File: config.mk
export PLATFORM = sky130hd
export DESIGN_NAME = ex_hilo_seq_flat
export DESIGN_NICKNAME = d
export VERILOG_FILES = /design/src/rtl/ex_hilo_seq_pkg.sv /design/src/rtl/ex_hilo_seq_if.sv /design/src/rtl/ex_hilo_seq_div_step.sv /design/src/rtl/ex_hilo_seq.sv /design/src/flat_wrapper.sv
export SDC_FILE = /design/constraint.sdc
export NUM_CORES = 1
export LEC_CHECK = 0
export ABC_AREA = 1
export CORE_MARGIN = 5
export CORE_UTILIZATION = 51
export DETAILED_ROUTE_END_ITERATION = 7
export DONT_BUFFER_PORTS = 1
export PLACE_DENSITY = 0.71
export SKIP_CTS_REPAIR_TIMING = 1
export SYNTH_ARGS = -nofsm -noshare
export SYNTH_HDL_FRONTEND = slang
export SYNTH_SLANG_ARGS = --single-unit
File: constraint.sdc
create_clock -name clk -period 3.7 [get_ports clk]
set_clock_uncertainty 0.05 [all_clocks]
set_input_delay 0.37 -clock clk [delete_from_list [all_inputs] [get_ports clk]]
set_output_delay 0.37 -clock clk [all_outputs]
set_load 0.02 [all_outputs]
File: src/rtl/ex_hilo_seq_pkg.sv
// Shared definitions for the HI/LO sequencer: op codes, FSM states, widths and result fields.
package hilo_seq_pkg;

  localparam int HILO_DATA_W = 32;
  localparam int DIV_CYCLES  = HILO_DATA_W;
  localparam int OP_W        = 3;

  localparam int LO_LSB = 0;
  localparam int LO_MSB = HILO_DATA_W - 1;
  localparam int HI_LSB = HILO_DATA_W;
  localparam int HI_MSB = 2 * HILO_DATA_W - 1;

  typedef enum logic [OP_W-1:0] {
    OP_NONE  = 3'd0,
    OP_DIV   = 3'd1,
    OP_DIVU  = 3'd2,
    OP_MADD  = 3'd3,
    OP_MADDU = 3'd4,
    OP_MSUB  = 3'd5,
    OP_MSUBU = 3'd6
  } hilo_op_e;

  typedef enum logic [2:0] {
    ST_IDLE,
    ST_DIV_ZERO,
    ST_DIV_RUN,
    ST_MAC_ACC,
    ST_DONE
  } hilo_state_e;

  function automatic logic is_div(input logic [OP_W-1:0] op);
    return (op == OP_DIV) || (op == OP_DIVU);
  endfunction

  function automatic logic is_mac(input logic [OP_W-1:0] op);
    return (op == OP_MADD) || (op == OP_MADDU) || (op == OP_MSUB) || (op == OP_MSUBU);
  endfunction

endpackage

File: src/rtl/ex_hilo_seq_if.sv
// EX-stage <-> HI/LO sequencer request/response bundle; master is EX, slave is the sequencer.
interface hilo_seq_if #(parameter int DATA_W = 32);
  import hilo_seq_pkg::*;

  logic                  start_i;
  logic [OP_W-1:0]       op_i;
  logic [DATA_W-1:0]     opdata1_i;
  logic [DATA_W-1:0]     opdata2_i;
  logic [2*DATA_W-1:0]   hilo_i;
  logic                  annul_i;
  logic [2*DATA_W-1:0]   result_o;
  logic                  ready_o;
  logic                  stallreq_o;
  logic                  busy_o;

  modport master (
    output start_i, op_i, opdata1_i, opdata2_i, hilo_i, annul_i,
    input  result_o, ready_o, stallreq_o, busy_o
  );

  modport slave (
    input  start_i, op_i, opdata1_i, opdata2_i, hilo_i, annul_i,
    output result_o, ready_o, stallreq_o, busy_o
  );

endinterface

File: src/rtl/ex_hilo_seq_div_step.sv
// One restoring-division iteration on a remainder/quotient pair.
// Latency: combinational. Backpressure: none, the caller sequences iterations.
module div_step
  import hilo_seq_pkg::*;
#(
  parameter int W = HILO_DATA_W
) (
  input  logic [W-1:0] rem,
  input  logic [W-1:0] quo,
  input  logic [W-1:0] dvs,
  output logic [W-1:0] rem_nxt,
  output logic [W-1:0] quo_nxt
);

  // Shifted remainder needs one extra bit: rem < dvs, so 2*rem+1 can exceed W bits.
  logic [W:0] trial;
  logic [W:0] diff;

  assign trial = {rem, quo[W-1]};
  assign diff  = trial - {1'b0, dvs};

  always_comb begin
    rem_nxt = trial[W-1:0];
    quo_nxt = {quo[W-2:0], 1'b0};
    if (trial >= {1'b0, dvs}) begin
      rem_nxt = diff[W-1:0];
      quo_nxt = {quo[W-2:0], 1'b1};
    end
  end

endmodule

File: src/rtl/ex_hilo_seq.sv
// Multi-cycle HI/LO sequencer (div/divu, madd/msub variants when HILO_SEQ_MAC_EN is defined).
// Latency: div 33 cycles, div-by-zero and mac 2 cycles; ready_o pulses one cycle in DONE.
// Backpressure: holds stallreq_o until the result is ready; annul_i or a dropped start_i aborts.
module ex_hilo_seq
  import hilo_seq_pkg::*;
#(
  parameter int DATA_W = HILO_DATA_W
) (
  input  logic      clk,
  input  logic      rst,
  hilo_seq_if.slave bus
);

  localparam int CNT_W = $clog2(DIV_CYCLES);
  localparam logic [CNT_W-1:0] CNT_LAST = CNT_W'(DIV_CYCLES - 1);

  hilo_state_e         state, state_nxt;
  logic [CNT_W-1:0]    cnt;
  logic [DATA_W-1:0]   rem, quo, dvs;
  logic [DATA_W-1:0]   rem_step, quo_step;
  logic                neg_quo, neg_rem;
  logic [2*DATA_W-1:0] result_q, result_nxt;
  logic                op_div, op_mac, go, abort;
  logic                a_neg, b_neg;
  logic [DATA_W-1:0]   a_mag, b_mag;

  assign op_div = is_div(bus.op_i);
  assign go     = (state == ST_IDLE) && bus.start_i && !bus.annul_i;
  // EX must hold start_i while stalled; losing it mid-operation is handled like a flush.
  assign abort  = bus.annul_i || ((state != ST_IDLE) && !bus.start_i);

  assign a_neg = (bus.op_i == OP_DIV) && bus.opdata1_i[DATA_W-1];
  assign b_neg = (bus.op_i == OP_DIV) && bus.opdata2_i[DATA_W-1];
  assign a_mag = a_neg ? -bus.opdata1_i : bus.opdata1_i;
  assign b_mag = b_neg ? -bus.opdata2_i : bus.opdata2_i;

`ifdef HILO_SEQ_MAC_EN
  logic [2*DATA_W-1:0] prod;
  logic [2*DATA_W-1:0] mac_prod;
  logic [2*DATA_W-1:0] ext_a, ext_b, raw_prod;
  logic                mul_signed;

  assign op_mac = is_mac(bus.op_i);

  // Sign/zero-extending to the full width makes a truncated product correct for both cases.
  always_comb begin
    mul_signed = (bus.op_i == OP_MADD) || (bus.op_i == OP_MSUB);
    ext_a      = {{DATA_W{mul_signed & bus.opdata1_i[DATA_W-1]}}, bus.opdata1_i};
    ext_b      = {{DATA_W{mul_signed & bus.opdata2_i[DATA_W-1]}}, bus.opdata2_i};
    raw_prod   = ext_a * ext_b;
    mac_prod   = ((bus.op_i == OP_MSUB) || (bus.op_i == OP_MSUBU)) ? -raw_prod : raw_prod;
  end
`else
  logic unused_hilo;

  assign op_mac      = 1'b0;
  assign unused_hilo = ^bus.hilo_i;
`endif

  div_step #(.W(DATA_W)) u_div_step (
    .rem     (rem),
    .quo     (quo),
    .dvs     (dvs),
    .rem_nxt (rem_step),
    .quo_nxt (quo_step)
  );

  always_comb begin
    state_nxt = state;
    case (state)
      ST_IDLE: begin
        if (go && op_div) begin
          state_nxt = (bus.opdata2_i == '0) ? ST_DIV_ZERO : ST_DIV_RUN;
        end else if (go && op_mac) begin
          state_nxt = ST_MAC_ACC;
        end
      end
      ST_DIV_ZERO: state_nxt = ST_DONE;
      ST_DIV_RUN:  if (cnt == CNT_LAST) state_nxt = ST_DONE;
      ST_MAC_ACC:  state_nxt = ST_DONE;
      ST_DONE:     state_nxt = ST_IDLE;
      default:     state_nxt = ST_IDLE;
    endcase
    if (abort) state_nxt = ST_IDLE;
  end

  // Sign fix is folded into the final iteration's writeback.
  always_comb begin
    result_nxt = result_q;
    case (state)
      ST_DIV_ZERO: result_nxt = '0;
      ST_DIV_RUN: begin
        result_nxt[HI_MSB:HI_LSB] = neg_rem ? -rem_step : rem_step;
        result_nxt[LO_MSB:LO_LSB] = neg_quo ? -quo_step : quo_step;
      end
`ifdef HILO_SEQ_MAC_EN
      ST_MAC_ACC:  result_nxt = bus.hilo_i + prod;
`endif
      default:     result_nxt = result_q;
    endcase
  end

  always_ff @(posedge clk) begin
    if (rst) state <= ST_IDLE;
    else     state <= state_nxt;
  end

  always_ff @(posedge clk) begin
    if (rst) begin
      cnt      <= '0;
      rem      <= '0;
      quo      <= '0;
      dvs      <= '0;
      neg_quo  <= 1'b0;
      neg_rem  <= 1'b0;
      result_q <= '0;
    end else begin
      if (state_nxt == ST_DONE) result_q <= result_nxt;
      if ((state == ST_IDLE) && (state_nxt == ST_DIV_RUN)) begin
        rem     <= '0;
        quo     <= a_mag;
        dvs     <= b_mag;
        neg_quo <= a_neg ^ b_neg;
        neg_rem <= a_neg;
        cnt     <= '0;
      end else if ((state == ST_DIV_RUN) && (state_nxt == ST_DIV_RUN)) begin
        rem <= rem_step;
        quo <= quo_step;
        cnt <= cnt + 1'b1;
      end else begin
        cnt <= '0;
      end
    end
  end

`ifdef HILO_SEQ_MAC_EN
  always_ff @(posedge clk) begin
    if (rst)                                             prod <= '0;
    else if ((state == ST_IDLE) && (state_nxt == ST_MAC_ACC)) prod <= mac_prod;
  end
`endif

  assign bus.result_o   = result_q;
  assign bus.ready_o    = (state == ST_DONE);
  assign bus.busy_o     = (state != ST_IDLE);
  assign bus.stallreq_o = ((state == ST_IDLE) && bus.start_i && (op_div || op_mac))
                        || (state == ST_DIV_ZERO) || (state == ST_DIV_RUN)
                        || (state == ST_MAC_ACC);

endmodule

File: src/flat_wrapper.sv
// flat-port wrapper written by rule: the top's interface ports become plain ports
module ex_hilo_seq_flat import hilo_seq_pkg::*;
#(
  parameter int DATA_W = HILO_DATA_W
)
  (clk, rst, bus_start_i, bus_op_i, bus_opdata1_i, bus_opdata2_i, bus_hilo_i, bus_annul_i, bus_result_o, bus_ready_o, bus_stallreq_o, bus_busy_o);
  hilo_seq_if #(.DATA_W(DATA_W)) bus_i ();
  input  logic clk;
  input  logic rst;
  input wire logic [$bits(bus_i.start_i)-1:0] bus_start_i;
  input wire logic [$bits(bus_i.op_i)-1:0] bus_op_i;
  input wire logic [$bits(bus_i.opdata1_i)-1:0] bus_opdata1_i;
  input wire logic [$bits(bus_i.opdata2_i)-1:0] bus_opdata2_i;
  input wire logic [$bits(bus_i.hilo_i)-1:0] bus_hilo_i;
  input wire logic [$bits(bus_i.annul_i)-1:0] bus_annul_i;
  output wire logic [$bits(bus_i.result_o)-1:0] bus_result_o;
  output wire logic [$bits(bus_i.ready_o)-1:0] bus_ready_o;
  output wire logic [$bits(bus_i.stallreq_o)-1:0] bus_stallreq_o;
  output wire logic [$bits(bus_i.busy_o)-1:0] bus_busy_o;
  assign bus_i.start_i = bus_start_i;
  assign bus_i.op_i = bus_op_i;
  assign bus_i.opdata1_i = bus_opdata1_i;
  assign bus_i.opdata2_i = bus_opdata2_i;
  assign bus_i.hilo_i = bus_hilo_i;
  assign bus_i.annul_i = bus_annul_i;
  assign bus_result_o = bus_i.result_o;
  assign bus_ready_o = bus_i.ready_o;
  assign bus_stallreq_o = bus_i.stallreq_o;
  assign bus_busy_o = bus_i.busy_o;
  ex_hilo_seq #(.DATA_W(DATA_W)) u_core (.clk(clk), .rst(rst), .bus(bus_i));
endmodule
==> summary.txt, run 1 <==
STA
  – Slew HR: 57.6%
  – Final Slew Violations: 0
  – Tightest Pin Transition: 0.636 ns
  – Final setup fails: 0
  – Final period util: 94.9%
  – Setup TNS: 0 ns
  – Final min period: 3.51 ns
  – WHS: -0.0522 ns
  – Final hold viol count: 24
  – FMAX: 0.285 GHz
  – RSZ-0062 raised after global routing: true
  – Setup WS post-layout: 0.189 ns

Drt
  – Vias/cell: 5.50
  – Vias: 12800
  – DR iter-0 viols: 990
  – Router iterations before antenna repair: 5
  – ANT nets after route: 0
  – Post-route DRC violation count: 0
  – Total routed wirelength: 39100 um
  – DR WL/cell: 16.8 um

Floorplan
  – Die Y: 166 um
  – Die area: 0.0275 sq mm
  – Die X: 166 um
  – Initial Utilization: 51.3%
  – Placement Rows: 57
  – Core ar.: 0.0241 sq mm
  – I/O pins: 202

Logic synthesis
  – Mapped Nets: 2151
  – Synth Area in Simple Gates: 34.9%
  – Main combinational cell family by area after synthesis: simple AND/OR/NAND/NOR gates
  – Most frequent cells after synthesis: nand2_1 (519), inv_1 (232), a21oi_1 (195)
  – Async SR Flop Fraction: 0%
  – Top cells by area, synth: dfxtp_1 (28%), nand2_1 (16%), a21oi_1 (7.9%)
  – Yosys warnings: 0
  – Synth Area in XOR/XNOR: 5.38%
  – Post-synthesis sequential area ratio: 27.5%
  – Cell area after synthesis: 0.0124 sq mm
  – Share of synthesized area spent on multiplexers: 0%
  – Syn_area_per_cell: 6.26 sq um
  – Post-synthesis register bit count: 170
  – Post-synthesis compound-gate area fraction: 18.2%
  – Post-synth top area share: 27.5%
  – Synth area leader: dfxtp_1
  – Most frequent cell after synthesis: nand2_1
  – Synth cell types: 55
  – Post-Syn Instances: 1977
  – Synth Flop Type: dfxtp_1
  – Number of enable flip-flop cells after synthesis: 0
  – Synth Area in Adders: 4.00%

Final layout
  – Share of layout cells above drive strength 1: 9.49%
  – Core Util, Final: 57.0%
  – Antenna diode count: 0
  – Final nets: 2164
  – Area grow syn2layout: 11.1%

Pwr
  – Leakage power: 6.32 nW
  – NetSw: 0.00258 W
  – Comb pwr share: 38.0%
  – P_int: 0.00359 W
  – Switching share of power: 41.9%
  – Flop pwr share: 30.9%
  – Worst VDD drop: 0.285 mV
  – PwrDens: 449 mW/mm^2
  – Clock network power share: 31.1%
  – Pwr Total: 0.00617 W

Place
  – Pre-CTS setup slack: 0.195 ns
  – HPWL after DPL: 29900 um
  – RePlAce Congestion: 1.03
  – Port Buffers: 0

Worst setup path
  – Critical Path, Cell by Cell: inv_1 > ha_1 > a21oi_2 > nand2_1 > a21oi_2 > nand2_2 > nor2_4 > nand2_8 > inv_2 > ha_1 > nand3_1 > inv_1 > nand4_1 > buf_4 > nand2_1 > xor2_1 > nand2_1 > a21oi_1 > dlygate4sd3_1
  – CP required: 4.05 ns
  – Crit path top cell by count: nand2_1
  – Crit Reg-Reg Startpoint: u_core.dvs[28]$_SDFFE_PP0P_
  – CP max stage delay: 0.55 ns
  – Arr. time, crit path: 3.86 ns
  – Worst setup EP type: flip-flop
  – Worst path slowest cell: dlygate4sd3_1
  – Critical Path Source: u_core.dvs[28]$_SDFFE_PP0P_
  – CP Max Fanout: 6
  – WS Path Type: flip-flop to flip-flop
  – Worst Setup Start Kind: flip-flop

Global routing
  – Vias in the first global route: 11700
  – Total gr overflow: 0
  – Initial antenna violation count: 0
  – Largest net degree at the start of global routing: 86
  – Gr usage total: 27.1%
  – Global-route wire length before repair: 61200 um

Status
  – Failing checks: hold timing
  – Status: finished, violations left

CTS
  – # clock sinks: 170
  – Clock Latency Late Sink: 0.45 ns
  – CTS Root Cell: clkbuf_16
  – CTS tree: done
  – Clk buf depth: 2
  – CTS Buf Count: 17
  – Max H-tree Level: 4
  – Reg clk slew, reported paths: 0.08 ns

Run
  – # Max-Cap Violations: 0

Min path
  – Worst Hold Class: input port to flip-flop
  – Beginning of the worst hold path: rst
## power by group through the flow
| stage | Clock [W] | Sequential [W] | Combinational [W] |
|---|---|---|---|
| floorplan | 0 | 0.00193 | 0.00178 |
| global route | 0.00202 | 0.00191 | 0.00260 |
| finish | 0.00192 | 0.00190 | 0.00235 |
| CTS | 0.00193 | 0.00190 | 0.00229 |
| detailed placement | 0 | 0.00195 | 0.00228 |
| global placement | 0 | 0.00195 | 0.00225 |
## metrics by stage
step,area [sq um],hold WS [ns],std cells
6_report,13700,-0.0522,2327
5_1_grt,13700,-0.0750,2327
4_1_cts,13400,-0.0656,2299
3_5_place_dp,12800,0.392,2267
3_3_place_gp,12800,0.385,2267
2_1_floorplan,12400,0.368,1977
## registers in the layout (all words and copies together), names as in the netlist
signal / cells
u_core.bus.result_o: 64
u_core.dvs: 32
u_core.quo: 32
u_core.rem: 32
u_core.cnt: 5
u_core.state: 3
u_core.neg_quo: 1
u_core.neg_rem: 1
## layout make-up
type	instances	area [sq um]
Inverter	240	901
Fill cell	2463	10400
Tap cell	324	405
Multi-Input combinational cell	1495	7820
Timing Repair Buffer	66	586
Sequential cell	170	3400
Clock buffer	17	425
Clock inverter	15	206
## cell families (layout without fill, tap and decap cells)
kind of cell               after synthesis  in the layout
xor gates and xnor gates                76             76
buffers and inverters                  312            338
AOI/OAI and AO/OA                      406            406
DFF                                    170            170
adders and majority gates               39             39
and+or+nand+nor                        974            974
## cells in the final DEF, fill, tap and decap left out, drive strengths merged
| cell | count |
|---|---|
| o21ai | 143 |
| nand4 | 24 |
| o32ai | 3 |
| fa | 1 |
| clkinv | 9 |
| dlygate4sd3 | 28 |
| o41ai | 1 |
| and2 | 2 |
| o21bai | 4 |
| a21boi | 9 |
| nand3b | 6 |
| xnor2 | 23 |
| a211oi | 7 |
| dfxtp | 170 |
| nor3 | 32 |
| a31oi | 13 |
| nand2 | 556 |
| buf | 38 |
| nor4 | 8 |
| o211a | 1 |
| nor3b | 1 |
| a21oi | 200 |
| a21o | 1 |
| nor2 | 195 |
| nand3 | 139 |
| a22oi | 1 |
| o21a | 1 |
| or2 | 11 |
| xor2 | 53 |
| ha | 38 |
| o22ai | 3 |
| o211ai | 7 |
| clkbuf | 17 |
| o31ai | 3 |
| a221oi | 9 |
| inv | 246 |
## final timing paths
check | to | cells after the start | slack (ns)
worst max-delay path | u_core.bus.result_o[8]$_SDFFE_PP0P_ | 19 | 0.19
worst min-delay path | u_core.dvs[29]$_SDFFE_PP0P_ | 1 | -0.05
worst max register to register | u_core.bus.result_o[8]$_SDFFE_PP0P_ | 19 | 0.19
worst min register to register | u_core.cnt[0]$_SDFF_PP0_ | 1 | 0.41
## layer usage
layer	part of all wire (%)	global-route usage, %
met1	41	32.4
met2	49	47.7
met3	6.0	5.59
met4	3.9	10.8
met5	0	0
## worst max-delay path, delay by kind of cell (launching register included)
family                   cells  cell delay, ns
buffers and inverters        5            0.97
XOR/XNOR                     1            0.20
adder cells (fa/ha/maj)      2            0.58
AND/OR/NAND/NOR              8            0.84
flip-flops                   1            0.34
AO/OA/AOI/OAI                3            0.49
Note: power is estimated with default switching activity, not from simulation.
==> run 2, diff against run 1 <==
--- a/config.mk
+++ b/config.mk
@@ -12,6 +12,7 @@
 export DONT_BUFFER_PORTS = 1
 export PLACE_DENSITY = 0.71
 export SKIP_CTS_REPAIR_TIMING = 1
+export SLEW_MARGIN = 20
 export SYNTH_ARGS = -nofsm -noshare
 export SYNTH_HDL_FRONTEND = slang
 export SYNTH_SLANG_ARGS = --single-unit
==> results of run 2 <==
The final DEF is identical to that of run 1; final timing and power are the same.
